`src/rtl/core_pkg.sv`:
```
// -----------------------------------------------------------------------------
// core_pkg
// Definitions shared by the fetch and decode stages of the 5-stage core:
// data-path width, the canonical NOP encoding, base opcode constants, the
// packed fetch-FIFO entry layout and a word-alignment helper.
// -----------------------------------------------------------------------------
package core_pkg;

   localparam int XLEN = 32;

   // addi x0, x0, 0
   localparam logic [31:0] NOP_INSTR = 32'h0000_0013;

   // Base opcodes (instr[6:0]) shared with decode
   localparam logic [6:0] OPC_LUI    = 7'b011_0111;
   localparam logic [6:0] OPC_AUIPC  = 7'b001_0111;
   localparam logic [6:0] OPC_JAL    = 7'b110_1111;
   localparam logic [6:0] OPC_JALR   = 7'b110_0111;
   localparam logic [6:0] OPC_BRANCH = 7'b110_0011;
   localparam logic [6:0] OPC_LOAD   = 7'b000_0011;
   localparam logic [6:0] OPC_STORE  = 7'b010_0011;
   localparam logic [6:0] OPC_OP_IMM = 7'b001_0011;
   localparam logic [6:0] OPC_OP     = 7'b011_0011;

   // One instruction-FIFO entry: the PC travels with its instruction word
   typedef struct packed {
      logic [31:0] pc;
      logic [31:0] instr;
   } fetch_entry_t;

   // Force an address onto a 32-bit word boundary
   function automatic logic [31:0] word_align(input logic [31:0] addr);
      return {addr[31:2], 2'b00};
   endfunction

endpackage : core_pkg

```
`src/rtl/fetch_fifo.sv`:
```
// -----------------------------------------------------------------------------
// fetch_fifo
// Small synchronous FIFO used by the fetch stage, both as the PC-tag queue and
// as the instruction buffer. The head entry is read combinationally from
// storage. flush_i empties the FIFO and wins over a push/pop in the same cycle.
// A pop on an empty FIFO is ignored; a push on a full FIFO is accepted only
// when a pop happens in the same cycle (count unchanged).
//
// Ports:
//   clk_i, rst_ni   clock, asynchronous active-low reset
//   flush_i         discard all entries
//   push_i/wdata_i  write one entry
//   pop_i           remove the head entry
//   rdata_o         head entry (valid when !empty_o)
//   count_o         number of stored entries (0..DEPTH)
//   full_o/empty_o  status flags
// -----------------------------------------------------------------------------
module fetch_fifo #(
   parameter  int WIDTH = 32,
   parameter  int DEPTH = 2,
   localparam int PTR_W = $clog2(DEPTH),
   localparam int CNT_W = PTR_W + 1
) (
   input  logic             clk_i,
   input  logic             rst_ni,
   input  logic             flush_i,
   input  logic             push_i,
   input  logic [WIDTH-1:0] wdata_i,
   input  logic             pop_i,
   output logic [WIDTH-1:0] rdata_o,
   output logic [CNT_W-1:0] count_o,
   output logic             full_o,
   output logic             empty_o
);

   localparam logic [CNT_W-1:0] DEPTH_C = DEPTH[CNT_W-1:0];

   logic [WIDTH-1:0] mem_q [DEPTH];
   logic [WIDTH-1:0] mem_d [DEPTH];
   logic [PTR_W-1:0] wr_ptr_q, wr_ptr_d;
   logic [PTR_W-1:0] rd_ptr_q, rd_ptr_d;
   logic [CNT_W-1:0] count_q, count_d;

   logic do_push_s;
   logic do_pop_s;

   assign empty_o = (count_q == {CNT_W{1'b0}});
   assign full_o  = (count_q == DEPTH_C);
   assign count_o = count_q;
   assign rdata_o = mem_q[rd_ptr_q];

   assign do_pop_s  = pop_i & ~empty_o;
   assign do_push_s = push_i & (~full_o | do_pop_s);

   // Next-state for storage, pointers and occupancy
   always_comb begin
      mem_d    = mem_q;
      wr_ptr_d = wr_ptr_q;
      rd_ptr_d = rd_ptr_q;
      count_d  = count_q;
      if (flush_i) begin
         wr_ptr_d = {PTR_W{1'b0}};
         rd_ptr_d = {PTR_W{1'b0}};
         count_d  = {CNT_W{1'b0}};
      end else begin
         if (do_push_s) begin
            mem_d[wr_ptr_q] = wdata_i;
            // DEPTH is a power of two, so the pointer wraps naturally
            wr_ptr_d        = wr_ptr_q + {{(PTR_W-1){1'b0}}, 1'b1};
         end else begin
            wr_ptr_d = wr_ptr_q;
         end
         if (do_pop_s) begin
            rd_ptr_d = rd_ptr_q + {{(PTR_W-1){1'b0}}, 1'b1};
         end else begin
            rd_ptr_d = rd_ptr_q;
         end
         count_d = count_q + {{(CNT_W-1){1'b0}}, do_push_s}
                           - {{(CNT_W-1){1'b0}}, do_pop_s};
      end
   end

   // State registers
   always_ff @(posedge clk_i or negedge rst_ni) begin
      if (!rst_ni) begin
         for (int i = 0; i < DEPTH; i++) begin
            mem_q[i] <= {WIDTH{1'b0}};
         end
         wr_ptr_q <= {PTR_W{1'b0}};
         rd_ptr_q <= {PTR_W{1'b0}};
         count_q  <= {CNT_W{1'b0}};
      end else begin
         mem_q    <= mem_d;
         wr_ptr_q <= wr_ptr_d;
         rd_ptr_q <= rd_ptr_d;
         count_q  <= count_d;
      end
   end

endmodule : fetch_fifo

```
`src/rtl/fetch_unit.sv`:
```
// -----------------------------------------------------------------------------
// fetch_unit
// Instruction fetch stage. Owns the PC, issues word requests to instruction
// memory (req/gnt/rvalid, in-order responses), buffers returned words with
// their PCs and presents one instruction per cycle to decode. A redirect from
// EX flushes buffered work and discards responses still in flight.
//
// Parameters:
//   RESET_PC   first fetch address after reset
//   DEPTH      instruction FIFO entries = maximum outstanding requests
// Ports:
//   clk_i, rst_ni                  clock, asynchronous active-low reset
//   imem_req_o, imem_addr_o        request valid / word-aligned address
//   imem_gnt_i                     request accepted this cycle
//   imem_rvalid_i, imem_rdata_i    response valid / instruction word
//   redirect_i, redirect_pc_i      taken branch/jump and its target
//   id_ready_i                     decode accepts the head instruction
//   instr_vld_o, instr_o, pc_o     head instruction (NOP when invalid) and PC
// -----------------------------------------------------------------------------
module fetch_unit
   import core_pkg::*;
#(
   parameter logic [31:0] RESET_PC = 32'h0000_0000,
   parameter int          DEPTH    = 2
) (
   input  logic        clk_i,
   input  logic        rst_ni,
   output logic        imem_req_o,
   output logic [31:0] imem_addr_o,
   input  logic        imem_gnt_i,
   input  logic        imem_rvalid_i,
   input  logic [31:0] imem_rdata_i,
   input  logic        redirect_i,
   input  logic [31:0] redirect_pc_i,
   input  logic        id_ready_i,
   output logic        instr_vld_o,
   output logic [31:0] instr_o,
   output logic [31:0] pc_o
);

   localparam int               CNT_W   = $clog2(DEPTH) + 1;
   localparam logic [CNT_W-1:0] DEPTH_C = DEPTH[CNT_W-1:0];
   localparam logic [CNT_W:0]   DEPTH_X = DEPTH[CNT_W:0];

   logic [31:0]      pc_q, pc_d;
   logic [CNT_W-1:0] outstanding_q, outstanding_d;
   logic [CNT_W-1:0] drop_cnt_q, drop_cnt_d;

   logic             gnt_hs_s;
   logic             dropping_s;
   logic             keep_rsp_s;
   logic [CNT_W:0]   credit_use_s;

   logic             tag_push_s, tag_pop_s;
   logic [31:0]      tag_rdata_s;
   logic [CNT_W-1:0] tag_count_s;
   logic             tag_full_s, tag_empty_s;

   logic             fifo_push_s, fifo_pop_s;
   fetch_entry_t     fifo_wdata_s, fifo_head_s;
   logic [CNT_W-1:0] fifo_count_s;
   logic             fifo_full_s, fifo_empty_s;

   // Credits in use: in-flight requests plus buffered words, minus the entry
   // decode removes this cycle. Counting the pop keeps the stage at one
   // instruction per cycle with DEPTH=2 and 1-cycle memory, while the sum
   // still never exceeds DEPTH, so the instruction FIFO cannot overflow.
   assign credit_use_s = {1'b0, outstanding_q} + {1'b0, fifo_count_s}
                       - {{CNT_W{1'b0}}, fifo_pop_s};

   // Held low in reset and on a redirect cycle. The tag-queue and FIFO-full
   // terms are defensive; the credit check already implies them.
   assign imem_req_o  = rst_ni & ~redirect_i & (credit_use_s < DEPTH_X)
                      & (tag_count_s < DEPTH_C)
                      & (~fifo_full_s | fifo_pop_s);
   assign imem_addr_o = word_align(pc_q);
   assign gnt_hs_s    = imem_req_o & imem_gnt_i;

   // Responses are in order, so while drop_cnt is non-zero the arriving word
   // belongs to a request issued before the last redirect.
   assign dropping_s = imem_rvalid_i & (drop_cnt_q != {CNT_W{1'b0}});
   assign keep_rsp_s = imem_rvalid_i & (drop_cnt_q == {CNT_W{1'b0}}) & ~redirect_i;

   // The tag queue only holds tags of right-path requests (it is cleared on a
   // redirect), so dropped responses must not pop it.
   assign tag_push_s  = gnt_hs_s & ~tag_full_s;
   assign tag_pop_s   = keep_rsp_s & ~tag_empty_s;
   assign fifo_push_s = keep_rsp_s;
   assign fifo_wdata_s.pc    = tag_rdata_s;
   assign fifo_wdata_s.instr = imem_rdata_i;
   assign fifo_pop_s  = ~fifo_empty_s & id_ready_i & ~redirect_i;

   assign instr_vld_o = ~fifo_empty_s;
   assign instr_o     = fifo_empty_s ? NOP_INSTR : fifo_head_s.instr;
   assign pc_o        = fifo_empty_s ? 32'h0000_0000 : fifo_head_s.pc;

   fetch_fifo #(
      .WIDTH (32),
      .DEPTH (DEPTH)
   ) u_tag_q (
      .clk_i   (clk_i),
      .rst_ni  (rst_ni),
      .flush_i (redirect_i),
      .push_i  (tag_push_s),
      .wdata_i (imem_addr_o),
      .pop_i   (tag_pop_s),
      .rdata_o (tag_rdata_s),
      .count_o (tag_count_s),
      .full_o  (tag_full_s),
      .empty_o (tag_empty_s)
   );

   fetch_fifo #(
      .WIDTH (64),
      .DEPTH (DEPTH)
   ) u_instr_fifo (
      .clk_i   (clk_i),
      .rst_ni  (rst_ni),
      .flush_i (redirect_i),
      .push_i  (fifo_push_s),
      .wdata_i (fifo_wdata_s),
      .pop_i   (fifo_pop_s),
      .rdata_o (fifo_head_s),
      .count_o (fifo_count_s),
      .full_o  (fifo_full_s),
      .empty_o (fifo_empty_s)
   );

   // Next PC, in-flight request count and pending-discard count
   always_comb begin
      pc_d          = pc_q;
      drop_cnt_d    = drop_cnt_q;
      // Old requests stay in flight across a redirect, so this is unaffected
      outstanding_d = outstanding_q + {{(CNT_W-1){1'b0}}, gnt_hs_s}
                                    - {{(CNT_W-1){1'b0}}, imem_rvalid_i};
      if (redirect_i) begin
         pc_d       = word_align(redirect_pc_i);
         // Everything still in flight after this cycle is wrong-path
         drop_cnt_d = outstanding_q - {{(CNT_W-1){1'b0}}, imem_rvalid_i};
      end else begin
         if (gnt_hs_s) begin
            pc_d = pc_q + 32'd4;
         end else begin
            pc_d = pc_q;
         end
         if (dropping_s) begin
            drop_cnt_d = drop_cnt_q - {{(CNT_W-1){1'b0}}, 1'b1};
         end else begin
            drop_cnt_d = drop_cnt_q;
         end
      end
   end

   // Fetch control registers
   always_ff @(posedge clk_i or negedge rst_ni) begin
      if (!rst_ni) begin
         pc_q          <= word_align(RESET_PC);
         outstanding_q <= {CNT_W{1'b0}};
         drop_cnt_q    <= {CNT_W{1'b0}};
      end else begin
         pc_q          <= pc_d;
         outstanding_q <= outstanding_d;
         drop_cnt_q    <= drop_cnt_d;
      end
   end

endmodule : fetch_unit

```
`config.mk`:
```
export PLATFORM = sky130hd
export DESIGN_NAME = fetch_unit
export DESIGN_NICKNAME = d
export VERILOG_FILES = /design/src/rtl/core_pkg.sv /design/src/rtl/fetch_fifo.sv /design/src/rtl/fetch_unit.sv
export SDC_FILE = /design/constraint.sdc
export NUM_CORES = 1
export LEC_CHECK = 0
export CORE_MARGIN = 3
export CORE_UTILIZATION = 32
export DETAILED_ROUTE_END_ITERATION = 8
export GPL_ROUTABILITY_DRIVEN = 1
export SLEW_MARGIN = 20
export SYNTH_ARGS = -nofsm -noshare
export SYNTH_HDL_FRONTEND = slang
export SYNTH_SLANG_ARGS = --single-unit
```
`constraint.sdc`:
```
create_clock -name clk_i -period 4.55 [get_ports clk_i]
set_input_delay 0.91 -clock clk_i [delete_from_list [all_inputs] [get_ports clk_i]]
set_output_delay 0.91 -clock clk_i [all_outputs]
set_load 0.05 [all_outputs]
```
Word level (Yosys, flattened, before mapping)
Cells that the tools add are included.
{"block": "word_totals", "regBits": 236, "in_bits": 70, "output_inout_bits": 98, "word_cells": 108}
{"block": "op_classes", "n_addsub": 15, "magnitude_cmp": 8, "n_eq_ne": 2, "muxes": 28, "bitwise_logic": 28, "reduce_logical": 14}
{"operator": "$mux W32", "n": 8}
{"operator": "$mux W64", "n": 4}
{"operator": "$bwmux W128", "n": 1}
{"operator": "$bwmux W64", "n": 1}
{"operator": "$demux W64 S1", "n": 1}
{"operator": "$add A32 B3 Y32 const B", "n": 1}
{"operator": "$demux W32 S1", "n": 1}
{"operator": "$and A1 B1 Y1", "n": 16}
{"operator": "$reduce_bool A2 Y1", "n": 7}
{"operator": "$ge A2 B2 Y1 const B", "n": 4}
{"operator": "$mux W1", "n": 8}
{"operator": "$mux W2", "n": 4}
{"operator": "$not A1 Y2", "n": 4}
{"operator": "$sub A2 B1 Y2", "n": 4}
{"operator": "$add A2 B1 Y2", "n": 3}
{"operator": "$logic_not A2 Y1", "n": 3}
{"operator": "$not A1 Y1", "n": 5}
{"operator": "$add A1 B1 Y1 const B", "n": 4}
{"operator": "$eq A2 B2 Y1 const B", "n": 2}
{"operator": "$lt A2 B1 Y1 const B", "n": 2}
{"operator": "$reduce_and A2 Y1", "n": 2}
{"operator": "$add A2 B2 Y3", "n": 1}
{"operator": "$lt A3 B2 Y1 const B", "n": 1}
{"operator": "$or A1 B1 Y1", "n": 3}
{"operator": "4 further kinds", "n": 5}

Logic depth before layout (Yosys ltp)
Gate-level depths: netlist (run 1).
{"block": "logic_depth", "word_depth": 15, "mapped_depth": 18, "ltp_nobuf": 15}

Modules after synthesis
From an unflattened synthesis (run 1), not the netlist that was laid out.
{"block": "unflattened", "cells_unflattened": 923, "hier_area_um2": 12032.8}
{"mod": "fetch_fifo at u_instr_fifo", "instances": 1, "cells_each": 365, "area_each_um2": 5979.5, "seq_area_each_um2": 3303.2}
{"mod": "fetch_fifo at u_tag_q", "instances": 1, "cells_each": 195, "area_each_um2": 3106.7, "seq_area_each_um2": 1701.6}
{"mod": "fetch_unit", "instances": 1, "cells_each": 363, "area_each_um2": 2946.6, "seq_area_each_um2": 850.8}

Worst setup path before layout (run 1)
OpenSTA, ideal clock, no wires.
{"block": "synth_timing", "kind": "input port to output port", "from": "input redirect_i", "to": "output imem_req_o", "arrival_time_ns": 3.584, "t_required_ns": 3.640, "slack_ns": 0.056, "cell_stages": 8, "n_path_buf": 2, "cell_sequence": "buf_2 > clkbuf_1 > nor2_1 > ha_1 > nand2b_1 > fa_1 > nand4bb_1 > nor3b_1"}
{"block": "synth_between", "elab_chain_len": 7, "elab_cells_between_ends": 9, "cone_classes": "add/sub: 1; order compare: 1; bitwise: 7"}
{"item": "start, declared", "line": "fetch_unit.sv:33", "source": "input logic redirect_i,"}
{"item": "$not A1 Y1 (no source line) *"}
{"item": "$and A1 B1 Y1", "line": "fetch_unit.sv:91", "source": "assign fifo_pop_s = ~fifo_empty_s & id_ready_i & ~redirect_i;"}
{"item": "$sub A3 B1 Y3", "line": "fetch_unit.sv:69", "source": "- {{CNT_W{1'b0}}, fifo_pop_s};"}
{"item": "$lt A3 B2 Y1", "line": "fetch_unit.sv:73", "source": "assign imem_req_o = rst_ni & ~redirect_i & (credit_use_s < DEPTH_X)"}
{"item": "$and A1 B1 Y1", "line": "fetch_unit.sv:73"}
{"item": "$and A1 B1 Y1", "line": "fetch_unit.sv:74", "source": "& (tag_count_s < DEPTH_C)"}
{"item": "$and A1 B1 Y1 *", "line": "fetch_unit.sv:75", "source": "& (~fifo_full_s | fifo_pop_s);"}
{"item": "end, declared", "line": "fetch_unit.sv:28", "source": "output logic imem_req_o,"}
Every way passes the cells marked *; elsewhere a longest branch is shown, timed or not.

Final worst setup path (run 1)
{"block": "layout_timing", "from": "input id_ready_i", "to": "output imem_req_o"}
{"block": "layout_between", "elab_chain_len": 7, "elab_cells_between_ends": 8, "cone_classes": "add/sub: 1; order compare: 1; bitwise: 6"}
{"item": "start, declared", "line": "fetch_unit.sv:35", "source": "input logic id_ready_i,"}
{"item": "$and A1 B1 Y1 * (2 in a row)", "line": "fetch_unit.sv:91"}
{"item": "$sub A3 B1 Y3", "line": "fetch_unit.sv:69"}
{"item": "$lt A3 B2 Y1", "line": "fetch_unit.sv:73"}
{"item": "$and A1 B1 Y1", "line": "fetch_unit.sv:73"}
{"item": "$and A1 B1 Y1", "line": "fetch_unit.sv:74"}
{"item": "$and A1 B1 Y1 *", "line": "fetch_unit.sv:75"}
Marked as above.

==> flow_summary.toml, run 1 <==
[power]
p_int_mw = 5.15
seq_power_share_pct = 40.1
clkPwrFrac_pct = 23.3
sw_frac_of_total_pct = 36.9
leakage_nw = 5.63
switchingPower_mw = 3.02
ir_drop_mv = 0.244
power.density_nw_per_um2 = 608
p_comb_share_pct = 36.6

[critical_path]
required_ns = 3.64
r2r_slack_ns = 1.13
end_kind = "output port"
endpoint = "imem_req_o"
timing.rr.end = "pc_q[20]$_DFFE_PN0P_"
critPathKind = "in2out"
path_max_fanout = 3
worstReg2RegStart = "u_instr_fifo.count_o[0]$_DFF_PN0_"
critPathArrivalTime_ns = 3.26
cp-startpoint = "id_ready_i"
worstSetupStartpointType = "input pin"
reg2regPathDepth = 14

[clock_tree]
cts_sinks = 226
cts_made_buffers = 26
post_cts_buffers = 0
clkTransAtPathRegs_ns = 0.06
holdBufCountCts = 0
clockRootBuffer = "clkbuf_16"
clock_path_buffers = 3
htreeDepth = 1
cts.repair.resized = 0
insertion_delay_ns = 0.53
cts_tree = "yes"

[timing]
worst_slack_ns = 0.384
clock.fmax_mhz = 240
tns_ns = 0
hold_viol = 0
period_share_pct = 91.6
slew_violations = 0
min_period_ns = 4.17
timing.slew.headroom_pct = 33.5
tightest_slew_ns = 0.994
grt_setup_unrepaired = "no"
setup_viol = 0
finalClockSkew_ns = 0.0164

[synthesis]
synth_cell_type_count = 56
async_reset_ff_share_pct = 100
yosys-top-cells-count = "dfrtp_1 (226), mux2_2 (119), nor2_1 (115)"
seq_area_frac_synth_pct = 53.5
yosysWarnings = 0
yosysTopAreaCellShare_pct = 53.5
synth.most_common_cell = "dfrtp_1"
yosysTopAreaCell = "dfrtp_1"
synthesis.area_sq_um = 10600
ys_seq_elements = 226
postSynthAreaPerCell_sq_um = 11.3
synth_edf_count = 0
synthTopCellsByArea = "dfrtp_1 (54%), mux2_2 (13%), mux2i_1 (9.4%)"
synth-main-ff-cell = "dfrtp_1"
syn_inst = 935

[placed_design]
io_buffers = 161
dp_hpwl_mm = 16.5
dp_slack_ns = 0.315
gp_congestion = 0.717

[layout]
fin_nets = 1161
nFillCells = 3125
drive_above_1_share_pct = 17.5
syn_to_final_growth_pct = 27.1
antennaDiodeCount = 0

[drt]
drt_first_iter_violations = 347
wl_mm = 24.9
vias_per_cell = 4.85
drtAntennaViolNets = 0
vias = 7434
drt-pass1-iter-count = 5
drc = 0
drt-wirelength-per-cell_um = 16.3

[global_route]
grt_max_degree = 94
antenna_found_initial = 0
grt_use_total_pct = 14.0
overflow = 0
grt_pass1_vias = 7404
grt_pass1_wl_mm = 40.8

[die]
start_util_pct = 33.0
core_area_sq_um = 32000
ioPinCount = 168
num_rows = 65
fp.dieArea_sq_um = 35200
fp.dieH_um = 188
fp.dieW_um = 188

[run_status]
status = "finished clean"

[job]
cap_violations = 0

[worst_hold_path]
min_path_type = "in2async"
## power groups by stage
stage	Combinational [mW]	Clock, mW	Sequential, mW
after global placement	2.98	0	3.27
after detailed placement	3.03	0	3.31
after floorplan	2.08	0	3.26
after global routing	3.27	2.06	3.38
final	2.99	1.91	3.27
after CTS	3.04	1.98	3.27
## routing by layer
metal	share of wire [%]	vias up	GRT usage [%]
met5	0	-	0
met4	1.7	0	3.06
met3	5.6	32	2.86
met2	42	195	20.9
met1	50	3645	21.1
li1	-	3562	-
## per-stage QoR
step	power [mW]	util, %	area, sq um	hold WS, ns	cells
2_1_floorplan	5.34	-	10600	0.450	938
3_3_place_gp	6.25	39.4	12600	0.460	1486
3_5_place_dp	6.34	39.4	12600	0.470	1486
4_1_cts	8.29	41.9	13400	0.243	1534
5_1_grt	8.71	41.9	13400	0.254	1534
6_report	8.17	41.9	13400	0.248	1534
## worst min-delay path by stage
stage	startpoint	end	slack, ns	cells past startpoint
floorplan	u_instr_fifo.mem_q[34]$_DFFE_PN0P_	u_instr_fifo.mem_q[34]$_DFFE_PN0P_	0.45	2
global placement	u_instr_fifo.mem_q[53]$_DFFE_PN0P_	u_instr_fifo.mem_q[53]$_DFFE_PN0P_	0.46	2
detailed placement	u_instr_fifo.mem_q[55]$_DFFE_PN0P_	u_instr_fifo.mem_q[55]$_DFFE_PN0P_	0.47	2
CTS	rst_ni	u_instr_fifo.mem_q[73]$_DFFE_PN0P_	0.24	1
global route	rst_ni	u_instr_fifo.mem_q[9]$_DFFE_PN0P_	0.25	1
finish	rst_ni	u_instr_fifo.mem_q[73]$_DFFE_PN0P_	0.25	1
## area by class of cell
type	instances	area (sq um)	share of cell area (%)
Tap cell	435	544	4.05
Clock buffer	38	716	5.33
Timing Repair Buffer	177	1800	13.4
Sequential cell	226	5660	42.1
Inverter	16	60.1	0.447
Multi-Input combinational cell	632	4590	34.1
Clock inverter	10	72.6	0.540
## cells by family (layout without fill, tap and decap cells)
| family | count (synthesis) | in the layout | synth area share [%] |
|---|---|---|---|
| multiplexers | 220 | 220 | 22.3 |
| adder cells (fa/ha/maj) | 12 | 12 | 1.49 |
| buffers and inverters | 80 | 241 | 3.54 |
| flip-flops | 226 | 226 | 53.5 |
| AND/OR/NAND/NOR | 256 | 256 | 11.0 |
| XOR/XNOR | 12 | 12 | 0.994 |
| other | 1 | 4 | 0.0355 |
| AO/OA/AOI/OAI | 128 | 128 | 7.15 |
## flip-flops by register name (all words and copies together), names as in the netlist
signal and count:
u_instr_fifo.wr_ptr_q 1, u_instr_fifo.count_o 2, pc_q 30, u_tag_q.rd_ptr_q 1, u_tag_q.count_o 2, u_tag_q.wr_ptr_q 1
drop_cnt_q 2, u_tag_q.mem_q 60, u_instr_fifo.mem_q 124, outstanding_q 2, u_instr_fifo.rd_ptr_q 1
## placed cells by master, fill, tap and decap left out, drive strengths merged, types with 7 or more instances in the layout
| master | count |
|---|---|
| a21oi | 35 |
| and2 | 9 |
| buf | 19 |
| clkbuf | 38 |
| clkdlybuf4s50 | 158 |
| clkinv | 8 |
| dfrtp | 226 |
| ha | 11 |
| inv | 15 |
| mux2 | 121 |
| mux2i | 99 |
| nand2 | 77 |
| nand3 | 15 |
| nand4 | 14 |
| nor2 | 116 |
| o211ai | 8 |
| o21ai | 55 |
| o311ai | 7 |
| xnor2 | 7 |
## critical path: stages
cell	delay, ns
clkdlybuf4s50_1	0.50
nand2_1	0.12
nor2_1	0.11
ha_1	0.23
nand2b_1	0.16
fa_1	0.48
nand4bb_1	0.17
nor3b_1	0.38
buf_12	0.19
Power figures use the tool's default switching activity.
==> inputs of run 2 (changes only) <==
--- a/config.mk
+++ b/config.mk
@@ -12,4 +12,5 @@
 export SLEW_MARGIN = 20
 export SYNTH_ARGS = -nofsm -noshare
 export SYNTH_HDL_FRONTEND = slang
+export SYNTH_HIERARCHICAL = 1
 export SYNTH_SLANG_ARGS = --single-unit
==> constraint.sdc (replaced) <==
create_clock -name clk_i -period 5.08 [get_ports clk_i]
set_input_delay 1.016 -clock clk_i [delete_from_list [all_inputs] [get_ports clk_i]]
set_output_delay 1.016 -clock clk_i [all_outputs]
set_load 0.05 [all_outputs]
==> flow_summary.toml, run 2 <==
[run_status]
status = "finished clean"

[layout]
multiInputGateArea_sq_um = 5820
layout_commonest_cell = "dfrtp_1"
most-common-layout-cells = "dfrtp_1 (232), mux2_2 (194), clkdlybuf4s50_1 (160), mux2_4 (90), nor2b_1 (74)"
regMostFlops = "u_instr_fifo/mem_q"
regArea_sq_um = 5860
fin_nets = 1168
antennaDiodeCount = 0
largest_register_ffs = 128
syn_to_final_growth_pct = 25.5
biggestRegsByFlops = "u_instr_fifo/mem_q (128), u_tag_q/mem_q (64), pc_q (30)"
final_cells = 1609
drive_above_1_share_pct = 34.5
nFillCells = 3512

[clock_tree]
cts_sinks = 234
post_cts_buffers = 0
cts_made_buffers = 28
cts.repair.resized = 0
clock_path_buffers = 3
clockRootBuffer = "clkbuf_16"
cts_tree = "yes"
holdBufCountCts = 0
htreeDepth = 1
insertion_delay_ns = 0.56
clkTransAtPathRegs_ns = 0.06

[job]
cap_violations = 0

[timing]
clock.fmax_mhz = 204
tns_ns = 0
tightest_slew_ns = 1.05
grt_setup_unrepaired = "no"
timing.slew.headroom_pct = 30.3
slew_violations = 0
period_share_pct = 96.6
setup_viol = 0
min_period_ns = 4.91
hold_viol = 0
finalClockSkew_ns = 0.0399

[critical_path]
crit_path_top_delay_cell = "fa_1"
path_buf_inv = 4
critPathKind = "in2out"
cpPeakStageDelay_ns = 0.55
cp-startpoint = "id_ready_i"
end_kind = "output port"
reg2regPathDepth = 13
worstSetupStartpointType = "input pin"
required_ns = 4.06
path_max_fanout = 8
crit_family = "buffers and inverters"
worstReg2RegStart = "u_instr_fifo/count_o[1]$_DFF_PN0_"
cp_cell_sequence = "clkdlybuf4s50_1 > or3b_4 > inv_4 > ha_1 > nand2b_1 > fa_1 > nand3b_1 > a2111oi_2 > buf_4 > buf_12"
critPathArrivalTime_ns = 3.89
r2r_slack_ns = 1.19
timing.rr.end = "u_tag_q/mem_q[28]$_DFFE_PN0P_"

[die]
fp.dieW_um = 200
core_area_sq_um = 36900
start_util_pct = 32.6
fp.dieArea_sq_um = 40000
ioPinCount = 168
fp.dieH_um = 200
num_rows = 70

[synthesis]
synth-main-ff-cell = "dfrtp_1"
yosysWarnings = 6
yosysTopAreaCellShare_pct = 48.7
synth.most_common_cell = "dfrtp_1"
synth_edf_count = 0
yosysTopAreaCell = "dfrtp_1"
syn_inst = 923
yosys-top-cells-count = "dfrtp_1 (234), mux2_2 (194), mux2_4 (90)"
synthTopCellsByArea = "dfrtp_1 (49%), mux2_2 (18%), mux2_4 (11%)"
ys_seq_elements = 234
async_reset_ff_share_pct = 100
synth_cell_type_count = 65
postSynthAreaPerCell_sq_um = 13.0
seq_area_frac_synth_pct = 48.7
synthesis.area_sq_um = 12000

[global_route]
overflow = 0
grt_pass1_wl_mm = 46.9
grt_pass1_vias = 8251
grt_use_total_pct = 14.6
antenna_found_initial = 1
grt_max_degree = 71

[power]
seq_power_share_pct = 40.4
clkPwrFrac_pct = 29.7
p_int_mw = 4.66
sw_frac_of_total_pct = 30.1
leakage_nw = 6.44
switchingPower_mw = 2.01
p_comb_share_pct = 30.0
p_total_mw = 6.67
ir_drop_mv = 0.220
power.density_nw_per_um2 = 442

[placed_design]
io_buffers = 163
dp_hpwl_mm = 18.6
dp.cells = 1560
gp_congestion = 0.782

[drt]
drt-pass1-iter-count = 4
vias_per_cell = 4.88
wl_mm = 29.6
drtAntennaViolNets = 0
drc = 0
drt-wirelength-per-cell_um = 18.4
drt_first_iter_violations = 328
vias = 7851

[worst_hold_path]
min_path_type = "in2async"
-- run 2: logic make-up (layout without fill, tap and decap cells) --
kind of cell,after synthesis,after routing,synth area share [%]
other cells,1,6,0.0312
xor+xnor,14,14,1.08
flops,234,234,48.7
compound gates,70,70,4.46
fa+ha+maj,12,12,1.31
mux,289,289,29.8
buf+inv,74,251,3.46
simple gates,229,229,11.1
-- run 2: metrics by stage --
step	instance area (sq um)	utilization (%)	setup WS, ns	hold WS [ns]
floorplan	12100	-	0.390	0.452
global placement	14200	38.5	0.185	0.462
detailed placement	14200	38.5	0.173	0.468
CTS	15100	41.0	0.161	0.383
global route	15100	41.0	0.0668	0.406
finish	15100	41.0	0.173	0.393
-- run 2: area by class of cell --
class	count	share of cell area [%]
well taps	504	4.18
repair buffers	184	12.1
flip-flops and latches	234	38.8
clock inverters	7	0.654
clock buffers	42	5.32
inverters	18	0.464
multi-input cells	620	38.5
-- run 2: routing by layer --
metal | wire length [um] | GRT usage (%) | up-vias
met5 | 9 | 0 | -
met4 | 533 | 2.82 | 2
met3 | 1640 | 2.97 | 43
met2 | 13800 | 24.3 | 201
met1 | 13600 | 20.1 | 3951
li1 | - | - | 3654
-- run 2: power groups by stage --
stage / Sequential (mW) / Combinational, mW / Clock [mW]
floorplan: 2.70 / 1.44 / 0
global placement: 2.70 / 1.99 / 0
detailed placement: 2.72 / 2.02 / 0
CTS: 2.69 / 2.03 / 2.05
global route: 2.76 / 2.17 / 2.12
finish: 2.69 / 2.00 / 1.98
-- run 2: how the worst max path moves through the flow --
stage,cells after the start,end
2_1_floorplan,7,imem_req_o
3_3_place_gp,10,imem_req_o
3_5_place_dp,10,imem_req_o
4_1_cts,10,imem_req_o
5_1_grt,10,imem_req_o
6_report,10,imem_req_o
